## config.mk

```make
export PLATFORM = sky130hd
export DESIGN_NAME = fc_train_ctrl
export DESIGN_NICKNAME = d
export VERILOG_FILES = /design/src/rtl/fc_train_ctrl.sv
export SDC_FILE = /design/constraint.sdc
export NUM_CORES = 1
export LEC_CHECK = 0
export ABC_AREA = 1
export CAP_MARGIN = 20
export CORE_MARGIN = 1
export CORE_UTILIZATION = 48
export DETAILED_ROUTE_END_ITERATION = 12
export PLACE_DENSITY_LB_ADDON = 0.25
export SYNTH_ARGS = -nofsm -noshare
export SYNTH_HDL_FRONTEND = slang
export SYNTH_SLANG_ARGS = --single-unit
export TNS_END_PERCENT = 5
```

## constraint.sdc

```tcl
create_clock -name clk_i -period 2 [get_ports clk_i]
set_input_delay 0.4 -clock clk_i [delete_from_list [all_inputs] [get_ports clk_i]]
set_output_delay 0.4 -clock clk_i [all_outputs]
set_load 0.02 [all_outputs]
```

## src/rtl/fc_train_ctrl.sv

```systemverilog
// Training sequencer for the fully-connected memory: runs FC1, FC2, writes the
// one-hot target, waits out back-propagation and triggers per-batch weight updates.
module fc_train_ctrl #(
  parameter int          BCK_CELL   = 10,
  parameter int          BATCH_SIZE = 32,
  parameter int          NUM_BATCH  = 16,
  parameter int          LABEL_W    = 4,
  parameter logic [15:0] ONE_VAL    = 16'h0600
) (
  input  logic               clk_i,
  input  logic               reset_i,
  input  logic               start_i,
  input  logic               sample_valid_i,
  output logic               sample_ready_o,
  input  logic [LABEL_W-1:0] label_i,
  output logic               fc1_go_o,
  input  logic               fc1_done_i,
  output logic               fc2_go_o,
  input  logic               fc2_done_i,
  output logic               fc1_com_end_o,
  output logic               fc2_com_end_o,
  output logic               lbl_we_o,
  output logic [15:0]        lbl_addr_o,
  output logic [15:0]        lbl_data_o,
  output logic               bck_prop_start_o,
  input  logic               fc_bck_prop_end_i,
  output logic               batch_end_o,
  input  logic               fc_batch_end_i,
  output logic [5:0]         sample_cnt_o,
  output logic [15:0]        batch_cnt_o,
  output logic               busy_o,
  output logic               train_done_o,
  output logic               label_err_o
);

  // state  | meaning
  // IDLE   | waiting for start
  // WAIT_S | sample_ready high, waiting for a loaded sample
  // FC1    | FC1 engine running (go on first cycle)
  // FC2    | FC2 engine running (go on first cycle)
  // LABEL  | writing BCK_CELL target entries
  // BACK   | back-propagation enabled, waiting for memory
  // UPDATE | weight update enabled, waiting for memory
  // DONE   | one-cycle train_done pulse
  typedef enum logic [2:0] {
    S_IDLE, S_WAIT, S_FC1, S_FC2, S_LABEL, S_BACK, S_UPDATE, S_DONE
  } state_t;

  localparam logic [15:0] CELLS  = 16'(BCK_CELL);
  localparam logic [15:0] LAST_K = 16'(BCK_CELL - 1);
  localparam logic [5:0]  LAST_S = 6'(BATCH_SIZE - 1);
  localparam logic [15:0] NB     = 16'(NUM_BATCH);

  state_t      state_q;
  logic [15:0] label_q;
  logic [15:0] k_q;
  logic        sample_ready_q, fc1_go_q, fc2_go_q, c1_q, c2_q, lbl_we_q;
  logic [15:0] lbl_addr_q, lbl_data_q;
  logic        bck_q, batch_end_q, train_done_q, label_err_q;
  logic [5:0]  sample_cnt_q;
  logic [15:0] batch_cnt_q;

  logic [15:0] label_ext_d;
  logic [15:0] k_d;
  logic [15:0] batch_cnt_d;

  always_comb begin
    label_ext_d = 16'(label_i);
    k_d         = k_q + 16'd1;
    batch_cnt_d = batch_cnt_q + 16'd1;
  end

  // The go pulse doubles as the first-cycle marker, so done is only honoured
  // once the go pulse has been retired.
  always_ff @(posedge clk_i) begin
    if (reset_i) begin
      state_q        <= S_IDLE;
      label_q        <= '0;
      k_q            <= '0;
      sample_ready_q <= 1'b0;
      fc1_go_q       <= 1'b0;
      fc2_go_q       <= 1'b0;
      c1_q           <= 1'b0;
      c2_q           <= 1'b0;
      lbl_we_q       <= 1'b0;
      lbl_addr_q     <= '0;
      lbl_data_q     <= '0;
      bck_q          <= 1'b0;
      batch_end_q    <= 1'b0;
      train_done_q   <= 1'b0;
      label_err_q    <= 1'b0;
      sample_cnt_q   <= '0;
      batch_cnt_q    <= '0;
    end else begin
      case (state_q)
        S_IDLE: begin
          if (start_i) begin
            sample_ready_q <= 1'b1;
            sample_cnt_q   <= '0;
            batch_cnt_q    <= '0;
            state_q        <= S_WAIT;
          end
        end
        S_WAIT: begin
          if (sample_valid_i) begin
            label_q        <= label_ext_d;
            if (label_ext_d >= CELLS) label_err_q <= 1'b1;
            c1_q           <= 1'b0;
            c2_q           <= 1'b0;
            sample_ready_q <= 1'b0;
            fc1_go_q       <= 1'b1;
            state_q        <= S_FC1;
          end
        end
        S_FC1: begin
          if (fc1_go_q) begin
            fc1_go_q <= 1'b0;
          end else if (fc1_done_i) begin
            c1_q     <= 1'b1;
            fc2_go_q <= 1'b1;
            state_q  <= S_FC2;
          end
        end
        S_FC2: begin
          if (fc2_go_q) begin
            fc2_go_q <= 1'b0;
          end else if (fc2_done_i) begin
            c2_q       <= 1'b1;
            k_q        <= '0;
            lbl_we_q   <= 1'b1;
            lbl_addr_q <= CELLS;
            lbl_data_q <= (label_q == 16'd0) ? ONE_VAL : 16'h0000;
            state_q    <= S_LABEL;
          end
        end
        S_LABEL: begin
          if (k_q == LAST_K) begin
            lbl_we_q <= 1'b0;
            bck_q    <= 1'b1;
            state_q  <= S_BACK;
          end else begin
            k_q        <= k_d;
            lbl_addr_q <= CELLS + k_d;
            lbl_data_q <= (label_q == k_d) ? ONE_VAL : 16'h0000;
          end
        end
        S_BACK: begin
          if (fc_bck_prop_end_i) begin
            bck_q <= 1'b0;
            c1_q  <= 1'b0;
            c2_q  <= 1'b0;
            if (sample_cnt_q == LAST_S) begin
              sample_cnt_q <= '0;
              batch_end_q  <= 1'b1;
              state_q      <= S_UPDATE;
            end else begin
              sample_cnt_q   <= sample_cnt_q + 6'd1;
              sample_ready_q <= 1'b1;
              state_q        <= S_WAIT;
            end
          end
        end
        S_UPDATE: begin
          if (fc_batch_end_i) begin
            batch_end_q <= 1'b0;
            batch_cnt_q <= batch_cnt_d;
            if (batch_cnt_d == NB) begin
              train_done_q <= 1'b1;
              state_q      <= S_DONE;
            end else begin
              sample_ready_q <= 1'b1;
              state_q        <= S_WAIT;
            end
          end
        end
        S_DONE: begin
          train_done_q <= 1'b0;
          state_q      <= S_IDLE;
        end
        default: state_q <= S_IDLE;
      endcase
    end
  end

  assign sample_ready_o   = sample_ready_q;
  assign fc1_go_o         = fc1_go_q;
  assign fc2_go_o         = fc2_go_q;
  assign fc1_com_end_o    = c1_q;
  assign fc2_com_end_o    = c2_q;
  assign lbl_we_o         = lbl_we_q;
  assign lbl_addr_o       = lbl_addr_q;
  assign lbl_data_o       = lbl_data_q;
  assign bck_prop_start_o = bck_q;
  assign batch_end_o      = batch_end_q;
  assign sample_cnt_o     = sample_cnt_q;
  assign batch_cnt_o      = batch_cnt_q;
  assign busy_o           = (state_q != S_IDLE);
  assign train_done_o     = train_done_q;
  assign label_err_o      = label_err_q;

endmodule

```

==> key figures, run 1 <==
Outcome
  • Status: finished, violations left
  • Violations in the final reports: setup timing

Die
  • Top Ports: between 70 and 80
  • Die Area: 9249 um2
  • Starting Density: ~51%
  • Core footprint: 8382 um2
  • Die Wd: 96.17 um
  • Vert. Die Dim: 96.17 um
  • Placement row count: 33

Placed design
  • Placement Setup Slack: -0.04034 ns
  • GP Congestion: 0.9005
  • DP Area: 5095 um2
  • Placed wire-length estimate: between 7000 and 8000 um
  • PortBufs: 62

Clocking
  • CTS tree: built
  • # clock sinks: 71
  • Number of CTS-inserted buffers: 9
  • CTS H-tree lvls: 3
  • Clk pin slew, worst setup/hold paths: 0.08 ns
  • Clock Path Buffers: 2
  • # hold bufs at CTS: 0
  • Clock Root Buffer: clkbuf_8
  • Worst skew pair latency: between 0.3 and 0.4 ns

Pwr
  • Static Leak: approximately 0.0022 uW
  • Peak VDD IR: 592.1 uV
  • Pwr dens: 752.6 nW/um2
  • Power Total: 4219 uW

Detailed routing
  • DR vias: ~4600
  • Avg WL per Cell: 13.22 um
  • Drt initial violations: between 200 and 250
  • DRC: 0
  • Detail Route Antenna Nets: 0
  • Drt via density: 5.254
  • Router iterations before antenna repair: 5
  • WL final: between 10000 and 15000 um

Finish
  • Area growth syn-to-layout: 31.72%
  • Fin nets: 775
  • Fill count: ~720
  • Final core utilization: 66.89%
  • Layout cell share with drive strength beyond 1: 17.08%
  • Inserted Diodes: 0
  • Post-route cell area: around 5600 um2

Logic synthesis
  • Count leader, synth: nand2_1
  • Synth area leaders: dfxtp_1, nand2_1, a21oi_1
  • Distinct cells, synth: 35
  • Mean Syn Cell Area: ~6.4 um2
  • Commonest register cell after synthesis: dfxtp_1
  • Synth warnings: 0
  • Mapped cell area: ~4300 um2
  • Synth area leader: dfxtp_1
  • Ys async rst share: 0%
  • Seq/Total Area, Yosys: 33.39%
  • Yosys reg bits: slightly above 70
  • Top post-synthesis cells by count: nand2_1, inv_1, dfxtp_1
  • Post-Syn Instances: ~670
  • Post-synth EDFFs: 0
  • Share of the synthesized area in the top cell type: 33.39%

Worst setup path
  • CP required: between 2 and 2.5 ns
  • Critical path fanouts, max: 4
  • Nature of the critical path endpoint: register
  • CP startpoint kind: register
  • Worst endpoint data arrival time: around 2.2 ns
  • Crit Path Class: reg -> reg

STA
  • Pins Over Slew Limit: 0
  • Final hold violations: 0
  • Min cycle time layout: between 2 and 2.5 ns
  • Worst Slack Setup Final: -0.03450 ns
  • Fin Clk Skew: 0.01570 ns
  • Fin crit share: 101.7%
  • Fmax: 491.5 MHz
  • Slew @ Worst Pin: a little over 0.7 ns
  • Setup Viol. Count Final: 1
  • Unrepaired setup endpoints after global routing: yes
  • Setup_tns: -0.03450 ns
  • Worst slew margin: about 53%

Global routing
  • Gr ovfl total: 0
  • Total GRT Usage: 25.09%
  • Vias in the first global route: 4049
  • Initial antenna violation count: 0
  • Largest net degree at the start of global routing: 58
  • First-pass GRT wire length: between 15000 and 20000 um

Run
  • Max-Cap Viols: 0

Hold path
  • Min-delay worst type: reg -> reg
==> worst max-delay path, cell delays in order, from the launching register on <==
cell and delay, ns:
dfxtp_4 0.36, buf_4 0.15, ha_4 0.24, inv_2 0.07, ha_4 0.13, nand3b_1 0.17
nand3_2 0.15, nor2_4 0.20, nand2_4 0.09, o211ai_1 0.24, a21oi_1 0.10
==> sequential cells by signal, summed over array words and instances, names as in the netlist, 3 cells and up <==
| register | flops |
|---|---|
| sample_cnt_o | 6 |
| label_q | 4 |
| k_q | 16 |
| batch_cnt_o | 16 |
| lbl_addr_o | 15 |
| state_q | 3 |
==> where the power goes <==
part           internal (uW)  switching [uW]
clock network            827             561
logic                    438             783
registers               1510            98.5
==> cell type report <==
| cell class | count | area [um2] | share of cell area [%] |
|---|---|---|---|
| well taps | 105 | 131.4 | 2.343 |
| inverters | 78 | 296.5 | 5.289 |
| flip-flops and latches | 71 | 1438 | 25.64 |
| clock buffers | 10 | 127.6 | 2.276 |
| multi-input cells | 500 | 2613 | 46.60 |
| repair buffers | 97 | 893.4 | 15.93 |
| clock inverters | 5 | 107.6 | 1.919 |
==> cell families (layout without fill, tap and decap cells) <==
family,count (synthesis),after routing,synth area share [%]
compound gates,97,97,11.93
xor+xnor,11,11,2.440
fa+ha+maj,6,6,1.764
buf+inv,109,190,11.29
flops,71,71,33.39
other cells,1,14,0.08810
simple gates,372,372,39.09
==> stage by stage <==
step                hold slack (ns)  instances
floorplan                    0.4650        680
global placement             0.4488        845
detailed placement           0.4572        845
CTS                          0.4710        860
global route                 0.4918        866
finish                       0.4637        866
==> layer usage <==
layer | vias to the layer above | part of all wire, % | global-route usage [%]
met5 | - | 0 | 0
met4 | 0 | 1.8 | 10.95
met3 | 19 | 5.6 | 3.633
met2 | 157 | 46 | 40.43
met1 | 2073 | 46 | 33.16
li1 | 2301 | - | -
==> path summary, 6_finish.rpt <==
check	start	to	slack, ns	depth (start not counted)
max	k_q[0]	lbl_addr_o[13]	-0.03	10
min	lbl_addr_o[4]	lbl_addr_o[4]	0.46	2
max reg2reg	k_q[0]	lbl_addr_o[13]	-0.03	10
min reg2reg	lbl_addr_o[4]	lbl_addr_o[4]	0.46	2
==> timing repair <==
| action | in CTS | in global routing |
|---|---|---|
| endpoints found under the setup margin | 8 | 48 |
| pin swaps | 2 | 16 |
| setup buffers | 0 | 6 |
| gates resized for setup | 3 | 60 |
==> cells in the final DEF (no fill, tap or decap), types with 3 or more instances in the layout <==
cell type / synthesis / final
nand2_4: 2 / 5
nand3_2: 2 / 5
o21ai_0: 13 / 11
buf_4: 17 / 33
nand4_1: 14 / 14
nand3_1: 53 / 48
a21oi_1: 67 / 66
dfxtp_2: 0 / 4
clkdlybuf4s50_1: 0 / 60
ha_4: 0 / 3
nand2_2: 11 / 13
nor4_1: 5 / 5
inv_2: 5 / 9
clkbuf_8: 0 / 9
dfxtp_4: 0 / 3
nor2_1: 68 / 56
nor2_4: 5 / 11
nor3_1: 13 / 13
dfxtp_1: 71 / 64
bufinv_16: 0 / 3
o21ai_1: 9 / 11
conb_1: 1 / 14
nor2_2: 8 / 14
xor2_1: 8 / 6
inv_1: 73 / 68
nand2_1: 187 / 182
(Power assumes the default switching activity.)
==> run 2, diff against run 1 <==
--- a/config.mk
+++ b/config.mk
@@ -11,6 +11,7 @@
 export CORE_UTILIZATION = 48
 export DETAILED_ROUTE_END_ITERATION = 12
 export PLACE_DENSITY_LB_ADDON = 0.25
+export SLEW_MARGIN = 0
 export SYNTH_ARGS = -nofsm -noshare
 export SYNTH_HDL_FRONTEND = slang
 export SYNTH_SLANG_ARGS = --single-unit
==> results of run 2 <==
Same layout as run 1: the final DEF is identical, and so are final timing and power.
==> run 3, diff against run 2 <==
--- a/config.mk
+++ b/config.mk
@@ -5,10 +5,9 @@
 export SDC_FILE = /design/constraint.sdc
 export NUM_CORES = 1
 export LEC_CHECK = 0
-export ABC_AREA = 1
 export CAP_MARGIN = 20
 export CORE_MARGIN = 1
-export CORE_UTILIZATION = 48
+export CORE_UTILIZATION = 49
 export DETAILED_ROUTE_END_ITERATION = 12
 export PLACE_DENSITY_LB_ADDON = 0.25
 export SLEW_MARGIN = 0
==> run 3 against run 2 <==
- the flow finishes with violations (DRC, setup timing)
- sequential power fell by 5%
- die area rose by 4.0%
- critical path depth is the same
- clock power is 19% lower
- sequential cell count unchanged
- critical path type unchanged
==> key figures, run 3 <==
Outcome
  • Status: finished, violations left
  • Violations in the final reports: DRC, setup timing

Logic synthesis
  • Mapped cell area: 4522 um2
  • Yosys reg bits: 71
  • Top post-synthesis cells by count: dfxtp_1, nand2_1, nor2_1
  • Ys async rst share: 0%
  • Synth area leaders: dfxtp_1, nand2_1, nor2_1
  • Post-Syn Instances: 580
  • Seq/Total Area, Yosys: a little under a third
  • Synth area leader: dfxtp_1
  • Count leader, synth: dfxtp_1
  • Commonest register cell after synthesis: dfxtp_1
  • Mean Syn Cell Area: around 8 um2
  • Share of the synthesized area in the top cell type: a little under a third
  • Post-synth EDFFs: 0
  • Synth warnings: 0
  • Distinct cells, synth: 75

Pwr
  • Peak VDD IR: 414.4 uV
  • Power share of the sequential group: ~47%
  • Pwr dens: 543.3 nW/um2
  • Static Leak: about 0.0022 uW
  • Power Internal: 2332 uW
  • Switch Pwr: roughly 950 uW
  • Combinational power share: 19.1%
  • Clock Power Share: 34.4%
  • Switching share of total power: 28.98%

STA
  • Fin crit share: 103.1%
  • Min cycle time layout: 2.062 ns
  • Worst Slack Setup Final: -0.06189 ns
  • Setup Viol. Count Final: 4
  • Fin Clk Skew: 0.01584 ns
  • Pins Over Slew Limit: 0
  • Fmax: 485.0 MHz
  • Setup_tns: -0.1472 ns
  • Unrepaired setup endpoints after global routing: yes
  • Final hold violations: 0

Worst setup path
  • Worst endpoint data arrival time: 2.29 ns
  • CP required: 2.23 ns
  • Crit Path Class: reg -> reg
  • Critical path fanouts, max: 7
  • Nature of the critical path endpoint: register
  • CP startpoint kind: register

Finish
  • Most frequent cells in the layout: buf_4, nand2_1, nor2_1, clkdlybuf4s50_1, dfxtp_1
  • Commonest non-fill, non-tap cell in the layout: buf_4
  • Area growth syn-to-layout: 33.65%
  • Fin nets: 713
  • Inserted Diodes: 0
  • Fill count: 718
  • Layout cell share with drive strength beyond 1: 24.75%
  • Final core utilization: 68.30%

Detailed routing
  • Router iterations before antenna repair: 9
  • WL final: 12320 um
  • DRC: 8
  • Detail Route Antenna Nets: 0
  • Drt initial violations: 233
  • Avg WL per Cell: 15.27 um
  • Drt via density: 5.689
  • DR vias: 4591

Hold path
  • Min-delay worst type: reg -> reg

Placed design
  • GP Congestion: 0.9241
  • PortBufs: 62
  • Placed wire-length estimate: 9016 um

Clocking
  • Worst skew pair latency: 0.35 ns
  • # hold bufs at CTS: 0
  • CTS H-tree lvls: 3
  • Clk pin slew, worst setup/hold paths: 0.08 ns
  • Clock Path Buffers: 2
  • # clock sinks: 71
  • CTS tree: built
  • Number of CTS-inserted buffers: 9
  • Clock Root Buffer: clkbuf_8

Global routing
  • Vias in the first global route: 4521
  • Largest net degree at the start of global routing: 21
  • Initial antenna violation count: 0
  • Total GRT Usage: 26.16%
  • First-pass GRT wire length: 20770 um
  • Gr ovfl total: 0

Die
  • Starting Density: 51.10%
  • Die Area: 9617 um2
  • Core footprint: approximately 8800 um2
  • Top Ports: 77
  • Die Wd: 98.07 um
  • Placement row count: 34
  • Vert. Die Dim: about 100 um

Run
  • Max-Cap Viols: 0
-- run 3: cell families (layout without fill, tap and decap cells) --
logic type | after synthesis | count (layout) | share of synthesized area (%)
flip-flops | 71 | 71 | 31.43
AND/OR/NAND/NOR | 261 | 261 | 31.13
XOR/XNOR | 43 | 43 | 8.910
buffers and inverters | 67 | 173 | 7.526
adder cells (fa/ha/maj) | 6 | 6 | 1.660
other | 1 | 14 | 0.08293
multiplexers | 11 | 11 | 2.546
AO/OA/AOI/OAI | 120 | 120 | 16.71
-- run 3: power by group through the flow --
stage	clock (uW)	sequential [uW]	combinational [uW]
floorplan	0	1570	397
global placement	0	1550	615
detailed placement	0	1550	624
CTS	1150	1520	623
global route	1210	1530	685
finish	1130	1530	627
-- run 3: final cells by class --
class | count | area, um2 | area share, %
clock buffers | 14 | 152.6 | 2.526
clock inverters | 1 | 30.03 | 0.4969
inverters | 7 | 26.28 | 0.4348
multi-input cells | 455 | 2943 | 48.70
flip-flops and latches | 71 | 1450 | 24.00
well taps | 108 | 135.1 | 2.236
repair buffers | 151 | 1306 | 21.61
-- run 3: repair_timing --
action	in CTS	in global routing
resized for setup	8	21
endpoints found under the setup margin	12	28
setup buffers	0	2
hold endpoints to repair	0	0
pin swaps	2	5
-- run 3: final timing paths --
| path | from | slack [ns] | depth (start not counted) | to |
|---|---|---|---|---|
| setup / recovery | k_q[1] | -0.06 | 10 | lbl_addr_o[14] |
| hold / removal | lbl_addr_o[13] | 0.45 | 2 | lbl_addr_o[13] |
| setup reg to reg | k_q[1] | -0.06 | 10 | lbl_addr_o[14] |
| hold reg to reg | lbl_addr_o[13] | 0.45 | 2 | lbl_addr_o[13] |
-- run 3: metrics by stage --
step | cells | power [uW] | area [um2] | setup WS, ns | hold WS [ns]
floorplan | 593 | 1962 | 4666 | -0.003265 | 0.5036
global placement | 790 | 2170 | 5749 | -0.03297 | 0.4338
detailed placement | 790 | 2179 | 5749 | -0.09593 | 0.4410
CTS | 805 | 3297 | 5952 | -0.08590 | 0.4505
global route | 807 | 3430 | 6043 | -0.1647 | 0.4747
finish | 807 | 3284 | 6043 | -0.06189 | 0.4464
-- run 3: metal layers --
layer	routed length (um)	share of wire [%]	track usage, %	vias up
li1	-	-	-	2244
met1	5529	45	34.42	2152
met2	5922	48	43.88	173
met3	667	5.4	3.865	22
met4	199	1.6	8.625	0
met5	0	0	0	-
-- run 3: critical path, cell delays in order (launching register included) --
cell and delay, ns:
dfxtp_2 0.34, buf_6 0.13, inv_1 0.07, ha_4 0.24, nor2_2 0.15, o21ai_2 0.09, a31oi_2 0.25, o211ai_4 0.16
nor4b_4 0.29, xnor2_1 0.15, o21ai_1 0.08
